`config.mk`:
```
export PLATFORM = sky130hd
export DESIGN_NAME = scope_renderer
export DESIGN_NICKNAME = d
export VERILOG_FILES = /design/src/rtl/scope_renderer.sv
export SDC_FILE = /design/constraint.sdc
export NUM_CORES = 1
export LEC_CHECK = 0
export ABC_AREA = 1
export BUFFER_PORTS_ARGS = -buffer_cell sky130_fd_sc_hd__buf_2
export CORE_ASPECT_RATIO = 0.7
export CORE_MARGIN = 2
export CORE_UTILIZATION = 50
export CTS_BUF_LIST = sky130_fd_sc_hd__clkbuf_16
export DETAILED_ROUTE_END_ITERATION = 10
export PLACE_DENSITY = 0.75
export SETUP_SLACK_MARGIN = 0.3
export SLEW_MARGIN = 20
export SYNTH_ARGS = -nofsm -noshare
export SYNTH_HDL_FRONTEND = slang
export SYNTH_SLANG_ARGS = --single-unit
```
`constraint.sdc`:
```
create_clock -name clk -period 5.29 [get_ports clk]
set_input_delay 0.2645 -clock clk [delete_from_list [all_inputs] [get_ports clk]]
set_output_delay 0.2645 -clock clk [all_outputs]
set_load 0.02 [all_outputs]
```
`src/rtl/scope_renderer.sv`:
```
// Pipelined pixel renderer: overlays NUM_CH sample traces, a dashed trigger marker and a grid
// onto the active video area, reading samples through a one-cycle synchronous RAM port.
module scope_renderer #(
    parameter int H_ACTIVE = 640,
    parameter int V_ACTIVE = 480,
    parameter int NUM_CH   = 2,
    parameter int COORD_W  = 10,
    parameter int GRID_X   = 60,
    parameter int GRID_Y   = 48,
    parameter int RGB_W    = 12
) (
    input  logic                      clk,
    input  logic                      rst,
    input  logic [COORD_W-1:0]        h,
    input  logic [COORD_W-1:0]        v,
    input  logic                      vidstate,
    input  logic                      mode_connect,
    input  logic [NUM_CH-1:0]         ch_enable,
    input  logic [NUM_CH*RGB_W-1:0]   ch_color,
    input  logic [RGB_W-1:0]          grid_color,
    input  logic [RGB_W-1:0]          trig_color,
    input  logic [COORD_W-1:0]        trig_level,
    output logic [COORD_W-1:0]        sample_addr,
    input  logic [NUM_CH*COORD_W-1:0] sample_data,
    output logic [RGB_W-1:0]          rgb,
    output logic                      rgb_valid
);

    localparam logic [COORD_W-1:0] H_LIM   = COORD_W'(H_ACTIVE);
    localparam logic [COORD_W-1:0] V_LIM   = COORD_W'(V_ACTIVE);
    localparam logic [COORD_W-1:0] V_LAST  = COORD_W'(V_ACTIVE - 1);
    localparam logic [COORD_W-1:0] GX_LAST = COORD_W'(GRID_X - 1);
    localparam logic [COORD_W-1:0] GY_LAST = COORD_W'(GRID_Y - 1);

    // S1 pipeline state; col_q/row_q are h1 mod GRID_X and v1 mod GRID_Y
    logic [COORD_W-1:0] h1, v1, col_q, row_q;
    logic               act1, mode_q;
    logic [NUM_CH-1:0]  en_q;
    logic [COORD_W-1:0] prev_q [NUM_CH];

    logic [COORD_W-1:0] col_next, row_next;
    logic               act0;

    assign sample_addr = rst ? '0 : h;
    assign act0        = (h < H_LIM) && (v < V_LIM) && vidstate;

    // Counters restart at h==0 / v==0 and advance whenever the coordinate moves on
    // NOTE: every always_comb output gets a default first, so no path can infer a latch.
    always_comb begin
        col_next = col_q;
        row_next = row_q;
        if (h == '0)
            col_next = '0;
        else if (h != h1)
            col_next = (col_q == GX_LAST) ? '0 : col_q + 1'b1;
        if (v == '0)
            row_next = '0;
        else if (v != v1)
            row_next = (row_q == GY_LAST) ? '0 : row_q + 1'b1;
    end

    logic [COORD_W-1:0] cur [NUM_CH];
    logic [NUM_CH-1:0]  hit;
    logic [NUM_CH-1:0]  en_eff;
    logic               line_start, mode_eff;
    logic [RGB_W-1:0]   color_next;

    always_comb begin
        logic [COORD_W-1:0] prv, lo, hi;
        line_start = (h1 == '0);
        mode_eff   = line_start ? mode_connect : mode_q;
        en_eff     = line_start ? ch_enable : en_q;
        prv        = '0;
        lo         = '0;
        hi         = '0;
        for (int k = 0; k < NUM_CH; k++) begin
            cur[k] = sample_data[k*COORD_W +: COORD_W];
            // Column 0 never connects back to the previous line's last sample
            prv    = line_start ? cur[k] : prev_q[k];
            lo     = (prv < cur[k]) ? prv : cur[k];
            hi     = (prv < cur[k]) ? cur[k] : prv;
            hi     = (hi > V_LAST) ? V_LAST : hi;
            hit[k] = en_eff[k] && (mode_eff ? (v1 >= lo && v1 <= hi) : (v1 == cur[k]));
        end
        color_next = '0;
        if (col_q == '0 || row_q == '0)
            color_next = grid_color;
        if (v1 == trig_level && !h1[2])
            color_next = trig_color;
        for (int k = NUM_CH - 1; k >= 0; k--)
            if (hit[k])
                color_next = ch_color[k*RGB_W +: RGB_W];
        if (!act1)
            color_next = '0;
    end

    // NOTE: sequential state uses non-blocking assignments only, so every register samples pre-edge values.
    always_ff @(posedge clk or posedge rst) begin
        if (rst) begin
            h1        <= '0;
            v1        <= '0;
            col_q     <= '0;
            row_q     <= '0;
            act1      <= 1'b0;
            mode_q    <= 1'b0;
            en_q      <= '0;
            // NOTE: the prev-sample array is a handful of flops, not RAM, so it is reset like any register.
            for (int k = 0; k < NUM_CH; k++)
                prev_q[k] <= '0;
            rgb       <= '0;
            rgb_valid <= 1'b0;
        end else begin
            h1    <= h;
            v1    <= v;
            act1  <= act0;
            col_q <= col_next;
            row_q <= row_next;
            if (line_start) begin
                mode_q <= mode_connect;
                en_q   <= ch_enable;
            end
            if (act1)
                for (int k = 0; k < NUM_CH; k++)
                    prev_q[k] <= cur[k];
            rgb       <= color_next;
            rgb_valid <= act1;
        end
    end

endmodule
```
==> results of run 1 <==
## area by class of cell
type | count | area [um2] | share of cell area
Clock buffer | 9 | 225 | 0.0288
Clock inverter | 7 | 105 | 0.0134
Inverter | 147 | 561 | 0.0716
Multi-Input combinational cell | 736 | 4090 | 0.522
Sequential cell | 77 | 1930 | 0.246
Tap cell | 166 | 208 | 0.0265
Timing Repair Buffer | 137 | 716 | 0.0914
## report_power, final
part | internal (mW) | switching (mW)
clock network | 0.422 | 0.288
registers | 0.686 | 0.0885
logic | 0.352 | 0.568
## layout by cell type (no fill, tap or decap), types with 6 or more instances in the layout
cell type,count
buf_2,126
xor2_1,13
dfrtp_1,77
or2_2,8
clkbuf_16,9
nor2_2,18
nor3_1,10
nand3_1,60
o21ai_0,83
inv_1,140
buf_4,10
nand3b_1,14
a21oi_1,53
nand2_1,243
ha_1,62
nand4_1,20
nand2_4,7
xnor2_1,12
nor2_1,86
nand2_2,6
o21a_1,12
## per-layer routing
| layer | up-vias | global-route usage |
|---|---|---|
| li1 | 3431 | - |
| met1 | 2952 | 0.406 |
| met2 | 275 | 0.376 |
| met3 | 21 | 0.0542 |
| met4 | 0 | 0.0669 |
| met5 | - | 0 |
## metrics by stage
step	setup WS (ns)	hold slack [ns]
after global routing	0.323	0.0406
after detailed placement	0.277	0.280
after CTS	0.332	0.0235
after global placement	0.504	0.280
final	0.805	0.0336
after floorplan	1.14	0.296
## synthesized netlist by cell type, drive strengths merged
| cell | n | area, um2 |
|---|---|---|
| a21oi | 55 | 298 |
| buf | 18 | 115 |
| clkbuf | 9 | 33.8 |
| clkinv | 1 | 5.00 |
| conb | 1 | 3.75 |
| dfrtp | 77 | 1930 |
| ha | 62 | 776 |
| inv | 146 | 548 |
| nand2 | 255 | 1010 |
| nand3 | 60 | 300 |
| nand3b | 14 | 105 |
| nand4 | 20 | 125 |
| nor2 | 104 | 425 |
| nor3 | 11 | 55.1 |
| nor3b | 1 | 7.51 |
| nor4 | 3 | 18.8 |
| nor4b | 1 | 8.76 |
| o2111ai | 5 | 43.8 |
| o211ai | 2 | 15.0 |
| o21a | 12 | 90.1 |
| o21ai | 89 | 453 |
| o31ai | 1 | 7.51 |
| or2 | 13 | 81.3 |
| xnor2 | 12 | 105 |
| xor2 | 13 | 114 |
## worst min-delay path by stage
| stage | start | to | slack [ns] | cells past startpoint |
|---|---|---|---|---|
| floorplan | h[0] | h1[0]$_DFF_PP0_ | 0.30 | 0 |
| global placement | rst | v1[2]$_DFF_PP0_ | 0.28 | 2 |
| detailed placement | rst | h1[5]$_DFF_PP0_ | 0.28 | 2 |
| CTS | h[3] | h1[3]$_DFF_PP0_ | 0.02 | 1 |
| global route | h[3] | h1[3]$_DFF_PP0_ | 0.04 | 1 |
| finish | h[3] | h1[3]$_DFF_PP0_ | 0.03 | 1 |
## what timing repair did
item,in CTS,in global routing
endpoints found under the hold margin,12,0
endpoints found under the setup margin,12,12
cloned,0,1
hold buffers,1,0
pin swaps,0,4
buffers inserted,0,3
resized for setup,1,14
## logic make-up (layout without fill, tap and decap cells)
kind of cell             after synthesis  count (layout)  synth area share
XOR/XNOR                              25              25            0.0328
buffers and inverters                174             300             0.105
AND/OR/NAND/NOR                      482             483             0.320
other                                  1               2          0.000562
adder cells (fa/ha/maj)               62              62             0.116
AO/OA/AOI/OAI                        164             164             0.136
flip-flops                            77              77             0.289
## state kept, by name (all words and copies together) (netlist names)
| signal | flops |
|---|---|
| en_q | 2 |
| rgb_valid | 1 |
| row_q | 10 |
| act1 | 1 |
| v1 | 10 |
| col_q | 10 |
| h1 | 10 |
| rgb | 12 |
| prev_q | 20 |
| mode_q | 1 |
==> summary.md, run 1 <==
| Metric | Value |
|---|---|
| Status | `finished, violations left` |
| Failing checks | `DRC` |
| Setup TNS | `0 ns` |
| CP endpoint | `rgb[11]$_DFF_PP0_` |
| HPWL after DPL | `around 14 mm` |
| Final Critical Period | `4.49 ns` |
| TritonCTS clock tree | `done` |
| Final setup fails | `0` |
| Data required time of the critical path | `5.54 ns` |
| Largest stage delay on the critical path | `0.41 ns` |
| Final net count | `about 1300` |
| Initial DRC Count | `roughly 560` |
| Hold Path Class | `in2reg` |
| Worst-Margin Slew | `0.847 ns` |
| CTS Sinks | `77` |
| Cell Pwr Density | `approximately 310 mW/mm2` |
| Setup CP Type | `reg2reg` |
| Via density | `5.22` |
| DRT Wirelength | `18.7 mm` |
| TritonCTS buffer count | `9` |
| Met3 routed WL | `1.77 mm` |
| Setup repair after global routing missed its margin | `false` |
| Placement row count | `35` |
| CTS Buffer Depth | `2` |
| Antenna violations before repair | `0` |
| Crit path max fanout | `14` |
| Total core area | `0.0131 mm2` |
| Crit path DAT | `4.73 ns` |
| Remaining antenna violation count after routing | `0` |
| Max VDD drop | `0.210 mV` |
| Buffers & Inverters on Critical Path | `3` |
| DP Cell Count | `1258` |
| Clock-pin slew on the worst setup and hold paths | `~0.07 ns` |
| Clock latency on the worst-skew pair | `0.35 ns` |
| Synth Instances | `985` |
| Design area | `0.00783 mm2` |
| Worst path most repeated cell | `nand2_1` |
| Mean Syn Cell Area | `around 6.8 um2` |
| Layout Cells excl Fill | `1279` |
| Total track usage | `0.265` |
| Reg-to-reg endpoint | `rgb[11]$_DFF_PP0_` |
| Via count | `6679` |
| Final Util | `0.598` |
| Number of global-route vias before repair | `5990` |
| Final Max Slew Viols | `0` |
| Routed wire per std cell | `14.6 um` |
| Critical Path Source Type | `flop` |
| Worst Setup End Kind | `flop` |
| Layout cells sized above 1 | `0.184` |
| Mapped cell area | `0.00667 mm2` |
| Routability cong. | `a little under 1` |
| PortBufs | `around 130` |
| Global-route wire length before repair | `29.7 mm` |
| TritonRoute pass-1 iters | `8` |
| F_max | `0.223 GHz` |
| Top cell family by delay on the critical path | `simple AND/OR/NAND/NOR gates` |
| H-tree lvl count | `3` |
| Setup slack, reg-to-reg | `0.80 ns` |
| Max-slew headroom | `0.436` |
| Area Growth Syn to Fin | `17.3%` |
| Tcrit/Tclk final | `0.848` |
| Die area | `0.0143 mm2` |
| Max-cap violations | `0` |
| Synth warn | `0` |
| Worst setup path start | `h1[2]$_DFF_PP0_` |
| Clock Skews | `0.00643 ns` |
| Leak | `4.43 nW` |
| Die W | `142 um` |
| Area post-placement | `roughly 0.0074 mm2` |
| N_diodes | `0` |
| CP Depth | `32` |
| Starting Density | `0.510` |
| # IOs | `between 100 and 150` |
| Met2 WL | `7.55 mm` |
| Power Total | `2.40 mW` |
| Largest net degree at the start of global routing | `66` |
| Global route overflow | `0` |
| Slowest CP cell | `dfrtp_1` |
| Sequential fraction of the synthesis area | `0.289` |
| Root Buffer | `clkbuf_16` |
| Worst reg2reg path depth | `32` |
| Chip height | `between 100 and 150 um` |
| R2R Path Start | `h1[2]$_DFF_PP0_` |
| Final hold violations | `0` |
| Seq cells post-synth | `77` |
| DRC Markers | `1` |
| Top routing layer used | `met4` |
| WL met1 | `approximately 9.2 mm` |
| Unique masters post-synth | `37` |
| Fillcell total | `1204` |
No activity file was read; power rests on OpenSTA's default activity.
==> run 2, diff against run 1 <==
--- a/config.mk
+++ b/config.mk
@@ -12,7 +12,7 @@
 export CORE_UTILIZATION = 50
 export CTS_BUF_LIST = sky130_fd_sc_hd__clkbuf_16
 export DETAILED_ROUTE_END_ITERATION = 10
-export PLACE_DENSITY = 0.75
+export PLACE_DENSITY = 0.78
 export SETUP_SLACK_MARGIN = 0.3
 export SLEW_MARGIN = 20
 export SYNTH_ARGS = -nofsm -noshare
==> constraint.sdc (replaced) <==
create_clock -name clk -period 4.1 [get_ports clk]
set_input_delay 0.205 -clock clk [delete_from_list [all_inputs] [get_ports clk]]
set_output_delay 0.205 -clock clk [all_outputs]
set_load 0.02 [all_outputs]
==> run 2 against run 1 <==
  * The flow finishes with violations (setup timing)
  * Count of clock-buffer cells in the layout stayed put
  * Final area is 14% higher
  * Wire length grew 15%
  * Critical path depth decreased by 1
  * Hold slack got worse by 0.027 ns
  * Sequential cell count did not move
  * Register-to-register slack got worse by 1.1 ns
  * Clock power grew 20%
  * Total power rose by 43%
  * Non-clock buffer count increased by 74
  * Sequential share of layout area shrank 2.9 points
  * Via count rose by 8.8%
  * Largest power group unchanged
==> summary.md, run 2 (synthesized netlist as in run 1, its figures left out) <==
| Metric | Value |
|---|---|
| Number of global-route vias before repair | `6577 (was 5990)` |
| Layout cells sized above 1 | `0.288 (was 0.184)` |
| Tcrit/Tclk final | `1.08 (was 0.848)` |
| HPWL after DPL | `14.8 mm (was 14.2 mm)` |
| Starting Density | `0.510 (unchanged)` |
| Routed wire per std cell | `15.8 um (was 14.6 um)` |
| Reg-to-reg endpoint | `rgb[10]$_DFF_PP0_ (was rgb[11]$_DFF_PP0_)` |
| Die area | `0.0143 mm2 (unchanged)` |
| Final net count | `1348 (was 1274)` |
| Fillcell total | `1049 (was 1204)` |
| TritonCTS buffer count | `9 (unchanged)` |
| CTS Sinks | `77 (unchanged)` |
| Min-delay src | `v[9] (was h[3])` |
| Pre-CTS setup slack | `-0.274 ns (was 0.277 ns)` |
| Antenna violations before repair | `0 (unchanged)` |
| Most frequent cells in the layout | `211 x nand2_1, 138 x inv_1, 126 x buf_2, 78 x nor2_1, 77 x dfrtp_1 (was 243 x nand2_1, 140 x inv_1, 126 x buf_2, 86 x nor2_1, 83 x o21ai_0)` |
| DRT Wirelength | `21.4 mm (was 18.7 mm)` |
| PortBufs | `126 (unchanged)` |
| Remaining antenna violation count after routing | `0 (unchanged)` |
| Final Util | `0.679 (was 0.598)` |
| Psw | `1.40 mW (was 0.944 mW)` |
| Worst Setup End Kind | `flop (unchanged)` |
| Slowest CP cell | `dfrtp_1 (unchanged)` |
| Placement row count | `35 (unchanged)` |
| Final Max Slew Viols | `0 (unchanged)` |
| Largest stage delay on the critical path | `0.38 ns (was 0.41 ns)` |
| Initial DRC Count | `719 (was 563)` |
| Setup CP Type | `reg2reg (unchanged)` |
| N_diodes | `0 (unchanged)` |
| Crit path max fanout | `12 (was 14)` |
| Switching Fraction | `0.408 (was 0.393)` |
| Total core area | `0.0131 mm2 (unchanged)` |
| Clock latency on the worst-skew pair | `0.36 ns (was 0.35 ns)` |
| Via density | `5.37 (was 5.22)` |
| Leak | `4.89 nW (was 4.43 nW)` |
| Hold Path Class | `in2reg (unchanged)` |
| Max-cap violations | `0 (unchanged)` |
| Max VDD drop | `0.235 mV (was 0.210 mV)` |
| TritonCTS clock tree | `done (unchanged)` |
| Crit path DAT | `4.66 ns (was 4.73 ns)` |
| Clock-pin slew on the worst setup and hold paths | `0.07 ns (about the same)` |
| Internal power | `2.04 mW (was 1.46 mW)` |
| Max FFs per register | `20 (unchanged)` |
| Global route overflow | `0 (unchanged)` |
| Max-slew headroom | `0.447 (was 0.436)` |
| Via count | `7268 (was 6679)` |
| Setup slack, reg-to-reg | `-0.31 ns (was 0.80 ns)` |
| Most common cell after layout, fill and taps aside | `nand2_1 (unchanged)` |
| Worst reg2reg path depth | `31 (was 32)` |
| Worst Setup Slack, final | `-0.309 ns (was 0.805 ns)` |
| Routability cong. | `0.929 (was 0.994)` |
| Largest net degree at the start of global routing | `41 (was 66)` |
| H-tree lvl count | `3 (unchanged)` |
| Root Buffer | `clkbuf_16 (unchanged)` |
| Failing checks | `setup timing (was DRC)` |
| Seq pwr share | `0.292 (was 0.322)` |
| Comb pwr share | `0.460 (was 0.383)` |
| Area Growth Syn to Fin | `33.2% (was 17.3%)` |
| Top flop regs | `prev_q x20, rgb x12 (unchanged)` |
| Chip height | `101 um (unchanged)` |
| Final hold violations | `0 (unchanged)` |
| R2R Path Start | `h1[8]$_DFF_PP0_ (was h1[2]$_DFF_PP0_)` |
| TritonRoute pass-1 iters | `6 (was 8)` |
| Status | `finished, violations left (unchanged)` |
| Final setup fails | `12 (was 0)` |
| Clock Skews | `0.0133 ns (was 0.00643 ns)` |
| Worst-Margin Slew | `0.830 ns (was 0.847 ns)` |
| # IOs | `127 (unchanged)` |
| DP Cell Count | `1306 (was 1258)` |
| Setup repair after global routing missed its margin | `true (was false)` |
| CTS Buffer Depth | `2 (unchanged)` |
| Cell Pwr Density | `387 mW/mm2 (was 307 mW/mm2)` |
| Global-route wire length before repair | `32.0 mm (was 29.7 mm)` |
| Data required time of the critical path | `4.35 ns (was 5.54 ns)` |
| Total track usage | `0.284 (was 0.265)` |
| Critical Path Source Type | `flop (unchanged)` |
| F_max | `0.227 GHz (was 0.223 GHz)` |
| Layout Cells excl Fill | `1353 (was 1279)` |
| Worst hold endpoint | `v1[9]$_DFF_PP0_ (was h1[3]$_DFF_PP0_)` |
| Worst path most repeated cell | `nand2_1 (unchanged)` |
| Die W | `142 um (unchanged)` |
| Hold depth | `1 (unchanged)` |
| Clock power frac | `0.248 (was 0.295)` |
| Final Critical Period | `4.41 ns (was 4.49 ns)` |
| DRC Markers | `0 (was 1)` |
| Worst hold slack | `0.00628 ns (was 0.0336 ns)` |
| Largest reg by FF count | `prev_q (unchanged)` |
run 2: cell types whose count changed in the layout (fill, tap and decap cells not counted), moves of 8 or more:
| cell | delta |
|---|---|
| buf_4 | +50 |
| nand2_1 | -32 |
| nand2_2 | +25 |
| o21ai_0 | -18 |
| o21ai_1 | +13 |
| buf_6 | +11 |
| nand3_1 | -11 |
| nand3_2 | +11 |
| dlygate4sd3_1 | +10 |
| ha_1 | -9 |
| ha_4 | +9 |
| nor2_1 | -8 |
| nor2_4 | +8 |
run 2: metrics by stage:
| stage | cell area [um2] | TNS [ns] | power, mW |
|---|---|---|---|
| final | 8890 | -3.44 | 3.44 |
| after global routing | 8890 | -6.53 | 3.67 |
| after CTS | 8390 | -1.31 | 3.22 |
| after detailed placement | 7800 | -3.10 | 2.29 |
| after global placement | 7800 | -2.45 | 2.25 |
| after floorplan | 6720 | 0 | 1.86 |
run 2: timing repair:
| action | 4_1_cts | 5_1_grt |
|---|---|---|
| setup endpoints to repair | 12 | 12 |
| cloned | 2 | 2 |
| gates resized for setup | 39 | 95 |
| pin swaps | 28 | 53 |
| setup buffers | 6 | 10 |
| endpoints found under the hold margin | 10 | 1 |
| hold buffers | 10 | 1 |
run 2: power groups by stage:
stage | sequential [mW] | combinational (mW) | clock (mW)
2_1_floorplan | 0.978 | 0.886 | 0
3_3_place_gp | 1.01 | 1.25 | 0
3_5_place_dp | 1.01 | 1.28 | 0
4_1_cts | 0.999 | 1.37 | 0.854
5_1_grt | 1.02 | 1.76 | 0.889
6_report | 1.01 | 1.58 | 0.854
run 2: final cells by class:
cell class,instances,area [um2],share of cell area
sequential,77,1930,0.217
timing repair buffer,211,1380,0.155
clock buffer,9,225,0.0253
timing repair inverter,1,8.76,0.000985
multi-input combinational,735,4500,0.506
tap,166,208,0.0234
clock inverter,7,75.1,0.00845
inverter,147,566,0.0636
run 2: worst max-delay path by stage:
stage | from | endpoint | slack (ns) | depth (start not counted)
6_report | h1[8]$_DFF_PP0_ | rgb[10]$_DFF_PP0_ | -0.31 | 31
5_1_grt | h1[7]$_DFF_PP0_ | rgb[10]$_DFF_PP0_ | -0.56 | 34
4_1_cts | h1[1]$_DFF_PP0_ | rgb[1]$_DFF_PP0_ | -0.13 | 33
3_5_place_dp | h1[2]$_DFF_PP0_ | rgb[1]$_DFF_PP0_ | -0.27 | 31
3_3_place_gp | h1[0]$_DFF_PP0_ | rgb[3]$_DFF_PP0_ | -0.22 | 34
2_1_floorplan | h1[2]$_DFF_PP0_ | rgb[10]$_DFF_PP0_ | 0.18 | 33
run 2: worst max-delay path: cells and delay by family, from the launching register on:
| kind | cells | cell delay, ns |
|---|---|---|
| buffers and inverters | 4 | 0.51 |
| adders and majority gates | 2 | 0.64 |
| DFF | 1 | 0.38 |
| AOI/OAI and AO/OA | 2 | 0.28 |
| and+or+nand+nor | 23 | 2.47 |
run 2: routing by layer:
| layer | vias up | part of all wire | GRT usage | wire, um |
|---|---|---|---|---|
| met5 | - | 0 | 0 | 0 |
| met4 | 0 | 0.027 | 0.0831 | 574 |
| met3 | 55 | 0.079 | 0.0546 | 1690 |
| met2 | 318 | 0.45 | 0.448 | 9690 |
| met1 | 3315 | 0.44 | 0.400 | 9470 |
| li1 | 3580 | - | - | - |
==> run 3, diff against run 2 <==
==> constraint.sdc (replaced) <==
create_clock -name clk -period 4.1 [get_ports clk]
set_input_delay 0.41 -clock clk [delete_from_list [all_inputs] [get_ports clk]]
set_output_delay 0.41 -clock clk [all_outputs]
set_load 0.02 [all_outputs]
==> run 3 against run 2 <==
  * The flow still finishes with violations (setup timing)
  * Via count is 1.2% higher
  * Clock power is 8.8% higher
  * Register-to-register slack worse by 0.095 ns
  * Hold slack better by 0.17 ns
  * Critical path type unchanged
  * Largest cell class unchanged
  * Highest routed layer unchanged
==> summary.md, run 3 (synthesized netlist as in run 1, its figures left out) <==
| Metric | Value |
|---|---|
| Status | `finished, violations left (unchanged)` |
| Failing checks | `setup timing (unchanged)` |
| Die W | `142 um (unchanged)` |
| H-tree lvl count | `3 (unchanged)` |
| Via density | `5.45 (was 5.37)` |
| Clock Skews | `0.0107 ns (was 0.0133 ns)` |
| DRT Wirelength | `21.7 mm (was 21.4 mm)` |
| R2R Path Start | `h1[8]$_DFF_PP0_ (unchanged)` |
| Seq pwr share | `0.282 (was 0.292)` |
| Worst hold endpoint | `h1[3]$_DFF_PP0_ (was v1[9]$_DFF_PP0_)` |
| CTS Hold Bufs | `0 (was 10)` |
| Final Critical Period | `4.50 ns (was 4.41 ns)` |
| Clock-pin slew on the worst setup and hold paths | `0.07 ns (about the same)` |
| Psw | `1.43 mW (was 1.40 mW)` |
| Max-cap violations | `0 (unchanged)` |
| Final hold violations | `0 (unchanged)` |
| Number of global-route vias before repair | `6501 (was 6577)` |
| Via count | `7352 (was 7268)` |
| Crit path max fanout | `7 (was 12)` |
| Max VDD drop | `0.243 mV (was 0.235 mV)` |
| # IOs | `127 (unchanged)` |
| Largest reg by FF count | `prev_q (unchanged)` |
| Buffers & Inverters on Critical Path | `4 (unchanged)` |
| TritonCTS buffer count | `9 (unchanged)` |
| Comb pwr share | `0.457 (was 0.460)` |
| Root Buffer | `clkbuf_16 (unchanged)` |
| Power Total | `3.56 mW (was 3.44 mW)` |
| Global-route wire length before repair | `31.6 mm (was 32.0 mm)` |
| CTS Buffer Depth | `2 (unchanged)` |
| Layout cells sized above 1 | `0.310 (was 0.288)` |
| Most frequent cells in the layout | `213 x nand2_1, 132 x inv_1, 126 x buf_2, 81 x nor2_1, 77 x dfrtp_1 (was 211 x nand2_1, 138 x inv_1, 126 x buf_2, 78 x nor2_1, 77 x dfrtp_1)` |
| Setup repair after global routing missed its margin | `true (unchanged)` |
| HPWL after DPL | `15.0 mm (was 14.8 mm)` |
| DRC Markers | `0 (unchanged)` |
| Hold depth | `1 (unchanged)` |
| Setup slack, reg-to-reg | `-0.40 ns (was -0.31 ns)` |
| Pre-CTS setup slack | `-0.260 ns (was -0.274 ns)` |
| Top cell family by delay on the critical path | `simple AND/OR/NAND/NOR gates (unchanged)` |
| Worst reg2reg path depth | `30 (was 31)` |
| Top flop regs | `prev_q x20, rgb x12 (unchanged)` |
| Global route overflow | `0 (unchanged)` |
| Min-delay src | `h[3] (was v[9])` |
| PortBufs | `126 (unchanged)` |
| Total track usage | `0.282 (was 0.284)` |
| Final Max Slew Viols | `0 (unchanged)` |
| Routability cong. | `0.946 (was 0.929)` |
| Clock latency on the worst-skew pair | `0.35 ns (was 0.36 ns)` |
| Largest stage delay on the critical path | `0.39 ns (was 0.38 ns)` |
| Cell Pwr Density | `396 mW/mm2 (was 387 mW/mm2)` |
| Critical Path Source Type | `flop (unchanged)` |
| Data required time of the critical path | `4.34 ns (was 4.35 ns)` |
| Tcrit/Tclk final | `1.10 (was 1.08)` |
| Chip height | `101 um (unchanged)` |
| F_max | `0.222 GHz (was 0.227 GHz)` |
| Worst Setup End Kind | `flop (unchanged)` |
| Largest net degree at the start of global routing | `57 (was 41)` |
| CTS Sinks | `77 (unchanged)` |
| Slowest CP cell | `dfrtp_1 (unchanged)` |
| Most common cell after layout, fill and taps aside | `nand2_1 (unchanged)` |
| N_diodes | `0 (unchanged)` |
| Reg-to-reg endpoint | `rgb[11]$_DFF_PP0_ (was rgb[10]$_DFF_PP0_)` |
| Worst-Margin Slew | `0.818 ns (was 0.830 ns)` |
| Final setup fails | `12 (unchanged)` |
| Final net count | `1345 (was 1348)` |
| Remaining antenna violation count after routing | `0 (unchanged)` |
| Hold Path Class | `in2reg (unchanged)` |
| Die area | `0.0143 mm2 (unchanged)` |
| TritonRoute pass-1 iters | `5 (was 6)` |
| Placement row count | `35 (unchanged)` |
| Routed wire per std cell | `16.1 um (was 15.8 um)` |
| Crit path DAT | `4.75 ns (was 4.66 ns)` |
| Initial DRC Count | `712 (was 719)` |
| Max FFs per register | `20 (unchanged)` |
| Switching Fraction | `0.401 (was 0.408)` |
| Worst Setup Slack, final | `-0.404 ns (was -0.309 ns)` |
| Max-slew headroom | `0.454 (was 0.447)` |
| TritonCTS clock tree | `done (unchanged)` |
| Setup CP Type | `reg2reg (unchanged)` |
| Worst path most repeated cell | `nand2_2 (was nand2_1)` |
| Total core area | `0.0131 mm2 (unchanged)` |
| Leak | `4.88 nW (was 4.89 nW)` |
| Clock power frac | `0.261 (was 0.248)` |
| Antenna violations before repair | `0 (unchanged)` |
| Area Growth Syn to Fin | `34.8% (was 33.2%)` |
| Starting Density | `0.510 (unchanged)` |
| Internal power | `2.13 mW (was 2.04 mW)` |
==> run 3: changes by cell type in the layout (fill, tap and decap cells not counted), moves of 3 or more <==
cell           delta
dlygate4sd3_1    -11
ha_1              -8
ha_4              +7
inv_1             -6
buf_6             +5
inv_2             +5
nor2_2            -4
a21oi_1           -3
a21oi_2           +3
nor2_1            +3
o21ai_1           -3
==> run 3: power by group through the flow <==
| stage | registers [mW] | clock network (mW) | logic [mW] |
|---|---|---|---|
| after floorplan | 0.978 | 0 | 0.886 |
| after global placement | 1.00 | 0 | 1.25 |
| after detailed placement | 1.01 | 0 | 1.28 |
| after CTS | 0.996 | 0.936 | 1.36 |
| after global routing | 1.02 | 0.969 | 1.80 |
| final | 1.00 | 0.929 | 1.63 |
==> run 3: timing repair <==
action | CTS | global route
buffers inserted | 5 | 17
pin swaps | 18 | 66
endpoints found under the setup margin | 12 | 12
resized for setup | 35 | 122
cloned | 2 | 2
==> run 3: through the flow <==
stage,hold slack [ns],instance area [um2],setup TNS (ns),utilization,cells
floorplan,0.352,6720,0,-,986
global placement,0.504,7820,-2.04,0.597,1308
detailed placement,0.516,7820,-2.72,0.597,1308
CTS,0.175,8320,-1.18,0.635,1331
global route,0.174,8990,-6.98,0.687,1350
finish,0.178,8990,-4.54,0.687,1350
==> run 3: how the worst max path moves through the flow <==
stage               startpoint                 to  slack (ns)  cells past startpoint
4_1_cts        h1[2]$_DFF_PP0_   rgb[0]$_DFF_PP0_       -0.12                     32
5_1_grt        h1[8]$_DFF_PP0_   rgb[4]$_DFF_PP0_       -0.61                     30
2_1_floorplan  h1[2]$_DFF_PP0_  rgb[10]$_DFF_PP0_        0.18                     33
3_5_place_dp   h1[2]$_DFF_PP0_   rgb[0]$_DFF_PP0_       -0.26                     31
6_report       h1[8]$_DFF_PP0_  rgb[11]$_DFF_PP0_       -0.40                     30
3_3_place_gp   h1[0]$_DFF_PP0_   rgb[0]$_DFF_PP0_       -0.19                     32
==> run 3: worst register-to-register path: cells and delay by family (launching register included) <==
| kind | cells | cell delay (ns) |
|---|---|---|
| AND/OR/NAND/NOR | 20 | 2.35 |
| buffers and inverters | 4 | 0.57 |
| adder cells (fa/ha/maj) | 2 | 0.56 |
| AO/OA/AOI/OAI | 4 | 0.53 |
| flip-flops | 1 | 0.39 |
==> run 3: per-layer routing <==
metal  part of all wire  GRT usage  vias to the layer above
met1               0.44      0.398                     3393
met5                  0          0                        -
met2               0.45      0.432                      330
li1                   -          -                     3574
met3              0.076     0.0537                       55
met4              0.026      0.102                        0
==> run 3: final cells by class <==
cell class,instances,area (um2)
Multi-Input combinational cell,736,4630
Sequential cell,77,1930
Timing Repair inverter,1,6.26
Inverter,147,564
Tap cell,166,208
Clock inverter,7,116
Clock buffer,9,225
Timing Repair Buffer,207,1320
Fill cell,1036,4100
